File: config.mk
export PLATFORM = sky130hd
export DESIGN_NAME = pipe_adder
export DESIGN_NICKNAME = d
export VERILOG_FILES = /design/src/rtl/pipe_adder_pkg.sv /design/src/rtl/pipe_adder_slice.sv /design/src/rtl/pipe_adder.sv
export SDC_FILE = /design/constraint.sdc
export NUM_CORES = 1
export LEC_CHECK = 0
export ABC_CLOCK_PERIOD_IN_PS = 5950
export BUFFER_PORTS_ARGS = -buffer_cell sky130_fd_sc_hd__buf_2
export CELL_PAD_IN_SITES_DETAIL_PLACEMENT = 1
export CELL_PAD_IN_SITES_GLOBAL_PLACEMENT = 1
export CORE_ASPECT_RATIO = 0.8
export CORE_MARGIN = 4
export CORE_UTILIZATION = 48
export CTS_CLUSTER_DIAMETER = 40
export DETAILED_ROUTE_END_ITERATION = 10
export PLACE_DENSITY_LB_ADDON = 0.2
export SLEW_MARGIN = 20
export SYNTH_ARGS = -nofsm -noshare
export SYNTH_HDL_FRONTEND = slang
export SYNTH_SLANG_ARGS = --single-unit
export TNS_END_PERCENT = 100
File: constraint.sdc
create_clock -name clk_i -period 5.95 [get_ports clk_i]
set_clock_uncertainty 0.05 [all_clocks]
set_input_delay 1.19 -clock clk_i [delete_from_list [all_inputs] [get_ports clk_i]]
set_output_delay 1.19 -clock clk_i [all_outputs]
set_load 0.03 [all_outputs]
File: src/rtl/pipe_adder_pkg.sv
// Shared defaults for the pipelined adder: operand width and pipeline depth.
// Nothing else is shared between the adder files.
package pipe_adder_pkg;
   localparam int DEFAULT_WIDTH  = 32;
   localparam int DEFAULT_STAGES = 4;
endpackage

File: src/rtl/pipe_adder_slice.sv
// One registered slice of the pipelined adder: adds an SW-bit slice plus carry-in
// and registers the sum slice, the carry-out and the stage valid bit.
module adder_slice
   import pipe_adder_pkg::*;
#(
   parameter int SW = DEFAULT_WIDTH / DEFAULT_STAGES
) (
   input  logic          clk,
   input  logic          rst_n,
   input  logic          en,
   input  logic          src_valid,
   input  logic [SW-1:0] a,
   input  logic [SW-1:0] b,
   input  logic          cin,
   output logic          valid,
   output logic [SW-1:0] sum,
   output logic          cout
);
   logic [SW:0]   total_next;
   logic          valid_reg;
   logic [SW-1:0] sum_reg;
   logic          cout_reg;

   assign total_next = {1'b0, a} + {1'b0, b} + {{SW{1'b0}}, cin};

   always_ff @(posedge clk or negedge rst_n) begin
      if (!rst_n) begin
         valid_reg <= 1'b0;
         sum_reg   <= '0;
         cout_reg  <= 1'b0;
      end else if (en) begin
         valid_reg <= src_valid;
         sum_reg   <= total_next[SW-1:0];
         cout_reg  <= total_next[SW];
      end
   end

   assign valid = valid_reg;
   assign sum   = sum_reg;
   assign cout  = cout_reg;
endmodule

File: src/rtl/pipe_adder.sv
// Pipelined WIDTH-bit adder/subtractor: stage k adds slice k, with skew registers
// carrying the not-yet-added operand slices forward and completed sum slices along.
module pipe_adder
   import pipe_adder_pkg::*;
#(
   parameter int WIDTH  = DEFAULT_WIDTH,
   parameter int STAGES = DEFAULT_STAGES
) (
   input  logic             clk_i,
   input  logic             rst_i,
   input  logic             valid_i,
   output logic             ready_o,
   input  logic [WIDTH-1:0] data1_in,
   input  logic [WIDTH-1:0] data2_in,
   input  logic             car_in,
   input  logic             sub_in,
   output logic             valid_o,
   input  logic             ready_i,
   output logic [WIDTH-1:0] data_o,
   output logic             car_out,
   output logic             ovf_o,
   output logic             zero_o
);
   localparam int SW = WIDTH / STAGES;

   logic             adv;
   logic [WIDTH-1:0] b_eff;
   logic [WIDTH-1:0] final_sum;

   logic [WIDTH-1:0] a_src      [STAGES];
   logic [WIDTH-1:0] b_src      [STAGES];
   logic             valid_src  [STAGES];
   logic             carry_src  [STAGES];
   logic             a_sign_src [STAGES];
   logic             b_sign_src [STAGES];

   logic [WIDTH-1:0] a_skew_reg   [STAGES];
   logic [WIDTH-1:0] b_skew_reg   [STAGES];
   logic [WIDTH-1:0] sum_skew_reg [STAGES];
   logic             a_sign_reg   [STAGES];
   logic             b_sign_reg   [STAGES];

   logic             valid_stage [STAGES];
   logic             carry_stage [STAGES];
   logic [SW-1:0]    slice_sum   [STAGES];
   logic [WIDTH-1:0] stage_sum   [STAGES];

   // Whole-pipe stall: every stage moves together or nothing moves.
   assign adv     = !valid_o || ready_i;
   assign ready_o = adv;
   assign b_eff   = sub_in ? ~data2_in : data2_in;

   always_comb begin
      a_src[0]      = data1_in;
      b_src[0]      = b_eff;
      valid_src[0]  = valid_i;
      carry_src[0]  = car_in;
      a_sign_src[0] = data1_in[WIDTH-1];
      b_sign_src[0] = b_eff[WIDTH-1];
      for (int k = 1; k < STAGES; k++) begin
         a_src[k]      = a_skew_reg[k-1];
         b_src[k]      = b_skew_reg[k-1];
         valid_src[k]  = valid_stage[k-1];
         carry_src[k]  = carry_stage[k-1];
         a_sign_src[k] = a_sign_reg[k-1];
         b_sign_src[k] = b_sign_reg[k-1];
      end
   end

   // Sum so far at each stage: lower slices from the skew register, slice k fresh.
   always_comb begin
      for (int k = 0; k < STAGES; k++) begin
         stage_sum[k]              = sum_skew_reg[k];
         stage_sum[k][k*SW +: SW]  = slice_sum[k];
      end
   end

   always_ff @(posedge clk_i or negedge rst_i) begin
      if (!rst_i) begin
         for (int k = 0; k < STAGES; k++) begin
            a_skew_reg[k]   <= '0;
            b_skew_reg[k]   <= '0;
            sum_skew_reg[k] <= '0;
            a_sign_reg[k]   <= 1'b0;
            b_sign_reg[k]   <= 1'b0;
         end
      end else if (adv) begin
         for (int k = 0; k < STAGES; k++) begin
            a_skew_reg[k] <= a_src[k];
            b_skew_reg[k] <= b_src[k];
            a_sign_reg[k] <= a_sign_src[k];
            b_sign_reg[k] <= b_sign_src[k];
         end
         for (int k = 1; k < STAGES; k++) begin
            sum_skew_reg[k] <= stage_sum[k-1];
         end
      end
   end

   for (genvar gi = 0; gi < STAGES; gi++) begin : g_stage
      adder_slice #(
         .SW (SW)
      ) u_slice (
         .clk       (clk_i),
         .rst_n     (rst_i),
         .en        (adv),
         .src_valid (valid_src[gi]),
         .a         (a_src[gi][gi*SW +: SW]),
         .b         (b_src[gi][gi*SW +: SW]),
         .cin       (carry_src[gi]),
         .valid     (valid_stage[gi]),
         .sum       (slice_sum[gi]),
         .cout      (carry_stage[gi])
      );
   end

   // Outputs are forced to zero whenever no result is presented.
   assign valid_o   = valid_stage[STAGES-1];
   assign final_sum = stage_sum[STAGES-1];
   assign data_o    = valid_o ? final_sum : '0;
   assign car_out   = valid_o && carry_stage[STAGES-1];
   assign ovf_o     = valid_o && (a_sign_reg[STAGES-1] == b_sign_reg[STAGES-1])
                              && (final_sum[WIDTH-1] != a_sign_reg[STAGES-1]);
   assign zero_o    = valid_o && (final_sum == '0);
endmodule
==> results of run 1 <==
==> metal layers <==
metal	vias up	track usage, %
li1	3385	-
met1	3355	31.9
met2	121	31.7
met3	19	3.51
met4	0	6.37
met5	-	0
==> path summary, 6_finish.rpt <==
check | from | end | cells after the start | slack (ns)
setup / recovery | g_stage[3].u_slice.sum[7] | ovf_o | 3 | 2.51
hold reg to reg | a_skew_reg[125] | a_skew_reg[125] | 2 | 0.41
setup reg to reg | g_stage[3].u_slice.valid | g_stage[3].u_slice.cout | 7 | 3.11
max in group asynchronous | rst_i | g_stage[1].u_slice.sum[7] | 2 | 3.82
hold / removal | a_skew_reg[125] | a_skew_reg[125] | 2 | 0.41
min in group asynchronous | rst_i | final_sum[12] | 1 | 0.83
==> power by group through the flow <==
stage	combinational (W)	clock [W]	sequential [W]
2_1_floorplan	0.00183	0	0.00211
3_3_place_gp	0.00225	0	0.00223
3_5_place_dp	0.00235	0	0.00225
4_1_cts	0.00239	0.00111	0.00225
5_1_grt	0.00269	0.00117	0.00232
6_report	0.00237	0.00109	0.00224
==> cells in the mapped netlist, types with 8 or more instances <==
| master | instances |
|---|---|
| nand2_1 | 435 |
| dfrtp_1 | 186 |
| o21ai_0 | 44 |
| and2_1 | 33 |
| ha_1 | 28 |
| xnor2_1 | 28 |
| buf_2 | 25 |
| a211oi_1 | 18 |
| nor3b_1 | 15 |
| buf_4 | 14 |
| nor3_1 | 12 |
| o31ai_1 | 10 |
| fa_1 | 8 |
| nor2_1 | 8 |
| o31a_1 | 8 |
| xor2_1 | 8 |
==> through the flow <==
stage	total power (W)	worst slack [ns]	hold WS, ns	instance area, µm²	util [%]
CTS	0.00575	2.48	0.420	10200	55.6
finish	0.00571	2.51	0.414	10200	55.6
global route	0.00618	2.41	0.427	10200	55.6
floorplan	0.00394	2.72	0.380	9040	-
detailed placement	0.00460	2.48	0.405	9630	52.6
global placement	0.00448	2.49	0.391	9630	52.6
==> kinds of logic after synthesis <==
kind of cell             Yosys count
AND/OR/NAND/NOR                  546
buffers and inverters             59
AO/OA/AOI/OAI                    118
flip-flops                       186
multiplexers                       6
XOR/XNOR                          36
adder cells (fa/ha/maj)           36
==> layout by cell type, fill, tap and decap left out, types with 6 or more instances in the layout <==
cell,count
or3_1,6
and2_1,33
fa_1,8
xnor2_1,28
mux2i_1,6
inv_1,7
o21bai_1,6
o31a_1,8
a21oi_1,6
nand2_1,435
nor3_1,12
nand2b_1,7
nor2_1,8
o21a_1,7
clkbuf_16,17
xor2_1,8
ha_1,28
a211oi_1,18
nor3b_1,15
buf_2,105
o21ai_0,44
o31ai_1,10
a21o_1,7
nor4_1,7
dfrtp_1,186
==> tightest hold or removal path, delay by kind of cell, from the launching register on <==
kind,cells,cell delay [ns]
flops,1,0.34
simple gates,2,0.09
==> cell type report <==
| cell class | count | area, µm² | area share, % |
|---|---|---|---|
| clock inverters | 6 | 63.8 | 0.626 |
| flip-flops and latches | 186 | 4650 | 45.7 |
| repair buffers | 112 | 597 | 5.85 |
| inverters | 8 | 32.5 | 0.319 |
| clock buffers | 25 | 495 | 4.86 |
| well taps | 253 | 317 | 3.11 |
| multi-input cells | 742 | 4030 | 39.6 |
==> impl_metrics.toml, run 1 <==
[final_layout]
fin_cells = 1332
final_net_count = 1173
antenna_cells = 0
n_fill_cell = 2193
areaGrowthSynthToFinish_pct = 12.8
drive_gt1_share_pct = 13.6

[floorplan]
start_util_pct = 49.3
rows = 44
ios = 107
die_area_um2 = 21100
die_h_um = 131
fp.coreArea_um2 = 18300
die_w_um = 161

[route]
dr.max_layer_used = "met4"
vias_per_cell = 5.17
drtPass1Iterations = 4
wirelength_um = 21300
initialDrtViolationCount = 591
antenna_left = 0
vias = 6880
dr_wl_met2_um = 9190
wl_met3_um = 844
drc = 0
wl_met1_um = 11000
wl_per_cell_um = 16.0

[cts]
clk_pin_slew_ns = 0.06
post-cts-setup-buffers = 0
cts_buffers = 17
postCtsResizedCells = 0
clock_latency_ns = 0.43
cts_root_buffer = "clkbuf_16"
hold_buffers = 0
cts_tree = "done"
clk_path_buf_depth = 2
htree_levels = 4
clock_sinks = 186

[logic_synthesis]
synth_edf_count = 0
synthAdderAreaFrac_pct = 5.65
ys_top_cells_by_area = "dfrtp_1, nand2_1, ha_1"
syn_area_um2 = 9040
synthCells = 987
synth_top_area_share_pct = 51.5
synth.distinct_cells = 44
synth_seq_area_share_pct = 51.5
synth_flop_cell = "dfrtp_1"
synth-async-reset-ratio_pct = 100
yosysTopAreaCell = "dfrtp_1"
ys_seq_elements = 186
yosys_warnings = 24
synth_mux_area_share_pct = 0.664
syn-num-nets = 1093
yosys.area_share.simple_pct = 26.0
synth_xor_area_share_pct = 3.49
synth-compound-area-share_pct = 8.86
syn_avg_cell_area_um2 = 9.16
synth_top_family_by_area = "simple AND/OR/NAND/NOR gates"

[timing]
min_period_ns = 3.44
setup_violations = 0
tns_ns = 0
rsz0062_at_grt = "no"
relSlewSlack_pct = 28.6
worst_pin_slew_ns = 1.07
timing.final.crit_share_pct = 57.9
hold_viol = 0
slew_violations = 0
max_freq_mhz = 290

[global_routing]
track_usage_pct = 21.2
grt_pass1_vias = 6969
grt_overflow = 0
grt_max_degree = 242
grt_pass1_wl_um = 35900
grt_antenna_before_repair = 0

[setup_path]
critPathMaxFanout = 5
critPathCaptureType = "output pin"
slowest_delay_ns = 0.55
crit_slowest_cell = "a21boi_0"
path_cells = "or3b_2, a21boi_0, buf_2"
worstPathArrival_ns = 2.20
worst-path-buf-inv = 1
crit_family = "compound AO/OA/AOI/OAI gates"
required_ns = 4.71
cp-start-kind = "flop"
crit_type = "reg2out"

[min_path]
hp-class = "reg2reg"

[power]
p_leak_nw = 5.12
peakVddDrop_v = 0.000315
powerDensity_nw_per_um2 = 560
p_int_w = 0.00336
clkPwrFrac_pct = 19.1
p_sw_share_pct = 41.2
comb_power_share_pct = 41.6
seqPwrFrac_pct = 39.3
p_sw_w = 0.00235

[placement]
place_congestion = 0.801
portBuffers = 106
dp_cells = 1301
dp_hpwl_um = 14100

[outcome]
outcome = "completed"

[flow_run]
maxCapViolCount = 0
(Power assumes the default switching activity.)
==> run 2: changes to the inputs <==
--- a/config.mk
+++ b/config.mk
@@ -5,13 +5,14 @@
 export SDC_FILE = /design/constraint.sdc
 export NUM_CORES = 1
 export LEC_CHECK = 0
-export ABC_CLOCK_PERIOD_IN_PS = 5950
+export ABC_AREA = 1
+export ABC_CLOCK_PERIOD_IN_PS = 3080
 export BUFFER_PORTS_ARGS = -buffer_cell sky130_fd_sc_hd__buf_2
 export CELL_PAD_IN_SITES_DETAIL_PLACEMENT = 1
 export CELL_PAD_IN_SITES_GLOBAL_PLACEMENT = 1
 export CORE_ASPECT_RATIO = 0.8
 export CORE_MARGIN = 4
-export CORE_UTILIZATION = 48
+export CORE_UTILIZATION = 40
 export CTS_CLUSTER_DIAMETER = 40
 export DETAILED_ROUTE_END_ITERATION = 10
 export PLACE_DENSITY_LB_ADDON = 0.2
==> constraint.sdc (replaced) <==
create_clock -name clk_i -period 3.08 [get_ports clk_i]
set_clock_uncertainty 0.05 [all_clocks]
set_input_delay 0.616 -clock clk_i [delete_from_list [all_inputs] [get_ports clk_i]]
set_output_delay 0.616 -clock clk_i [all_outputs]
set_load 0.03 [all_outputs]
==> run 2 against run 1 <==
Register-to-register slack worse by 2.1 ns. Combinational power is 91% higher. Non-clock buffer count is 6 higher. Via count is 1.5% higher. Largest power group unchanged. Core utilization is 8.1 points lower. Synthesized cell count is 8.7% higher. Highest routed layer unchanged.
==> impl_metrics.toml, run 2 <==
[cts]
post-cts-setup-buffers = 0
clk_path_buf_depth = 2
hold_buffers = 0
cts_buffers = 17
cts_tree = "done"
clock_sinks = 186
htree_levels = 4
cts_root_buffer = "clkbuf_16"
clk_pin_slew_ns = 0.07
postCtsResizedCells = 0
clock_latency_ns = 0.43

[floorplan]
die_h_um = 142
die_w_um = 175
rows = 48
fp.coreArea_um2 = 21700
die_area_um2 = 24800
ios = 107
start_util_pct = 41.1

[setup_path]
path_cells = "buf_4, o21ai_0, nor2_1, buf_2"
crit_slowest_cell = "dfrtp_1"
startpoint = "g_stage[3].u_slice.valid"
slowest_delay_ns = 0.39
critPathCaptureType = "output pin"
worstPathArrival_ns = 1.74
critPathMaxFanout = 35
required_ns = 2.41
cp-start-kind = "flop"
crit_type = "reg2out"
r2r-start = "b_skew_reg[80]"

[route]
drtPass1Iterations = 5
antenna_left = 0
drc = 0
wl_per_cell_um = 14.8
vias = 6984
initialDrtViolationCount = 435
wirelength_um = 21800
vias_per_cell = 4.73

[flow_run]
maxCapViolCount = 0

[final_layout]
fin_cells = 1475
areaGrowthSynthToFinish_pct = 15.7
final_common_cell = "nand2_1"
antenna_cells = 0
drive_gt1_share_pct = 13.7
final_net_count = 1268
final_cell_mix = "nand2_1, dfrtp_1, inv_1"

[logic_synthesis]
synth_top_family_by_area = "simple AND/OR/NAND/NOR gates"
synth.top_cells.by_count = "nand2_1, dfrtp_1, inv_1"
synth.distinct_cells = 28
synth-compound-area-share_pct = 7.34
ys_seq_elements = 186
synth_most_common_cell = "nand2_1"
yosys_warnings = 24
synthCells = 1073
synth_top_area_share_pct = 52.1
synth_edf_count = 0
synthAdderAreaFrac_pct = 5.71
synth_flop_cell = "dfrtp_1"
syn-num-nets = 1179
synth_mux_area_share_pct = 0
ys_top_cells_by_area = "dfrtp_1, nand2_1, o21ai_0"
yosysTopAreaCell = "dfrtp_1"
syn_area_um2 = 8940
yosys.area_share.simple_pct = 23.2
synth_xor_area_share_pct = 3.82
synth_seq_area_share_pct = 52.1
synth-async-reset-ratio_pct = 100
syn_avg_cell_area_um2 = 8.33

[timing]
setup_ws_ns = 0.676
timing.final.crit_share_pct = 78.1
setup_violations = 0
relSlewSlack_pct = 43.9
tns_ns = 0
min_period_ns = 2.40
max_freq_mhz = 416
slew_violations = 0
worst_pin_slew_ns = 0.842
hold_slack_ns = 0.162
rsz0062_at_grt = "no"
hold_viol = 0

[global_routing]
grt_pass1_wl_um = 37000
grt_antenna_before_repair = 0
track_usage_pct = 18.4
grt_max_degree = 200
grt_overflow = 0
grt_pass1_vias = 7070

[placement]
place_ws_ns = 0.668
dp_hpwl_um = 15200
dp_cells = 1443
portBuffers = 106
place_congestion = 0.791

[power]
comb_power_share_pct = 41.1
seqPwrFrac_pct = 38.5
powerDensity_nw_per_um2 = 1070
peakVddDrop_v = 0.000387
p_leak_nw = 5.59
p_sw_w = 0.00466
clkPwrFrac_pct = 20.4
p_sw_share_pct = 42.2
p_int_w = 0.00638

[outcome]
outcome = "completed"

[min_path]
hp-class = "in2async"
-- run 2: cell types whose count changed after synthesis, sizes merged, moves of 10 or more --
cell    delta
inv      +108
o21ai     +56
and2      -33
nand3     +23
nor2      +23
a211oi    -15
nor3b     -15
nand3b    +10
nor3      -10
o31ai     -10
-- run 2: per-layer routing --
layer	GRT usage (%)	wire [µm]	share of wire [%]
met5	0	0	0
met2	26.0	8950	41
met4	3.60	177	0.81
met3	3.84	864	4.0
met1	29.1	11800	54
-- run 2: power by group through the flow --
stage          clock [W]  combinational (W)  sequential, W
4_1_cts          0.00230            0.00462        0.00425
3_5_place_dp           0            0.00455        0.00428
5_1_grt          0.00241            0.00526        0.00439
2_1_floorplan          0            0.00341        0.00403
6_report         0.00225            0.00453        0.00425
3_3_place_gp           0            0.00440        0.00423
-- run 2: kinds of logic (layout without fill, tap and decap cells) --
kind of cell,after synthesis,count (layout)
AND/OR/NAND/NOR,524,524
flip-flops,186,186
buffers and inverters,164,266
AO/OA/AOI/OAI,124,124
XOR/XNOR,39,39
adder cells (fa/ha/maj),36,36
-- run 2: final timing paths --
check / slack [ns] / endpoint / depth (start not counted)
setup reg to reg: 0.98 / g_stage[2].u_slice.sum[6] / 9
setup / recovery: 0.68 / ovf_o / 4
hold / removal: 0.16 / g_stage[3].u_slice.sum[3] / 1
max in group asynchronous: 2.11 / b_skew_reg[110] / 2
hold reg to reg: 0.42 / stage_sum[65] / 2
min in group clk_i: 0.33 / g_stage[0].u_slice.valid / 3
-- run 2: stage by stage --
stage,total power [W],utilization [%],instance area (µm²)
2_1_floorplan,0.00744,-,8940
3_3_place_gp,0.00863,44.8,9730
3_5_place_dp,0.00882,44.8,9730
4_1_cts,0.0112,47.5,10300
5_1_grt,0.0121,47.5,10300
6_report,0.0110,47.5,10300
-- run 2: layout make-up --
cell class | instances | area [µm²]
clock buffer | 20 | 467
clock inverter | 12 | 136
fill | 2667 | 11400
inverter | 116 | 438
multi-input combinational | 723 | 3590
sequential | 186 | 4650
tap | 300 | 375
timing repair buffer | 118 | 679
-- run 2: worst max-delay path: cells and delay by family, from the launching register on --
kind / cells / cell delay (ns)
AO/OA/AOI/OAI: 1 / 0.17
buffers and inverters: 2 / 0.59
flip-flops: 1 / 0.39
AND/OR/NAND/NOR: 1 / 0.16
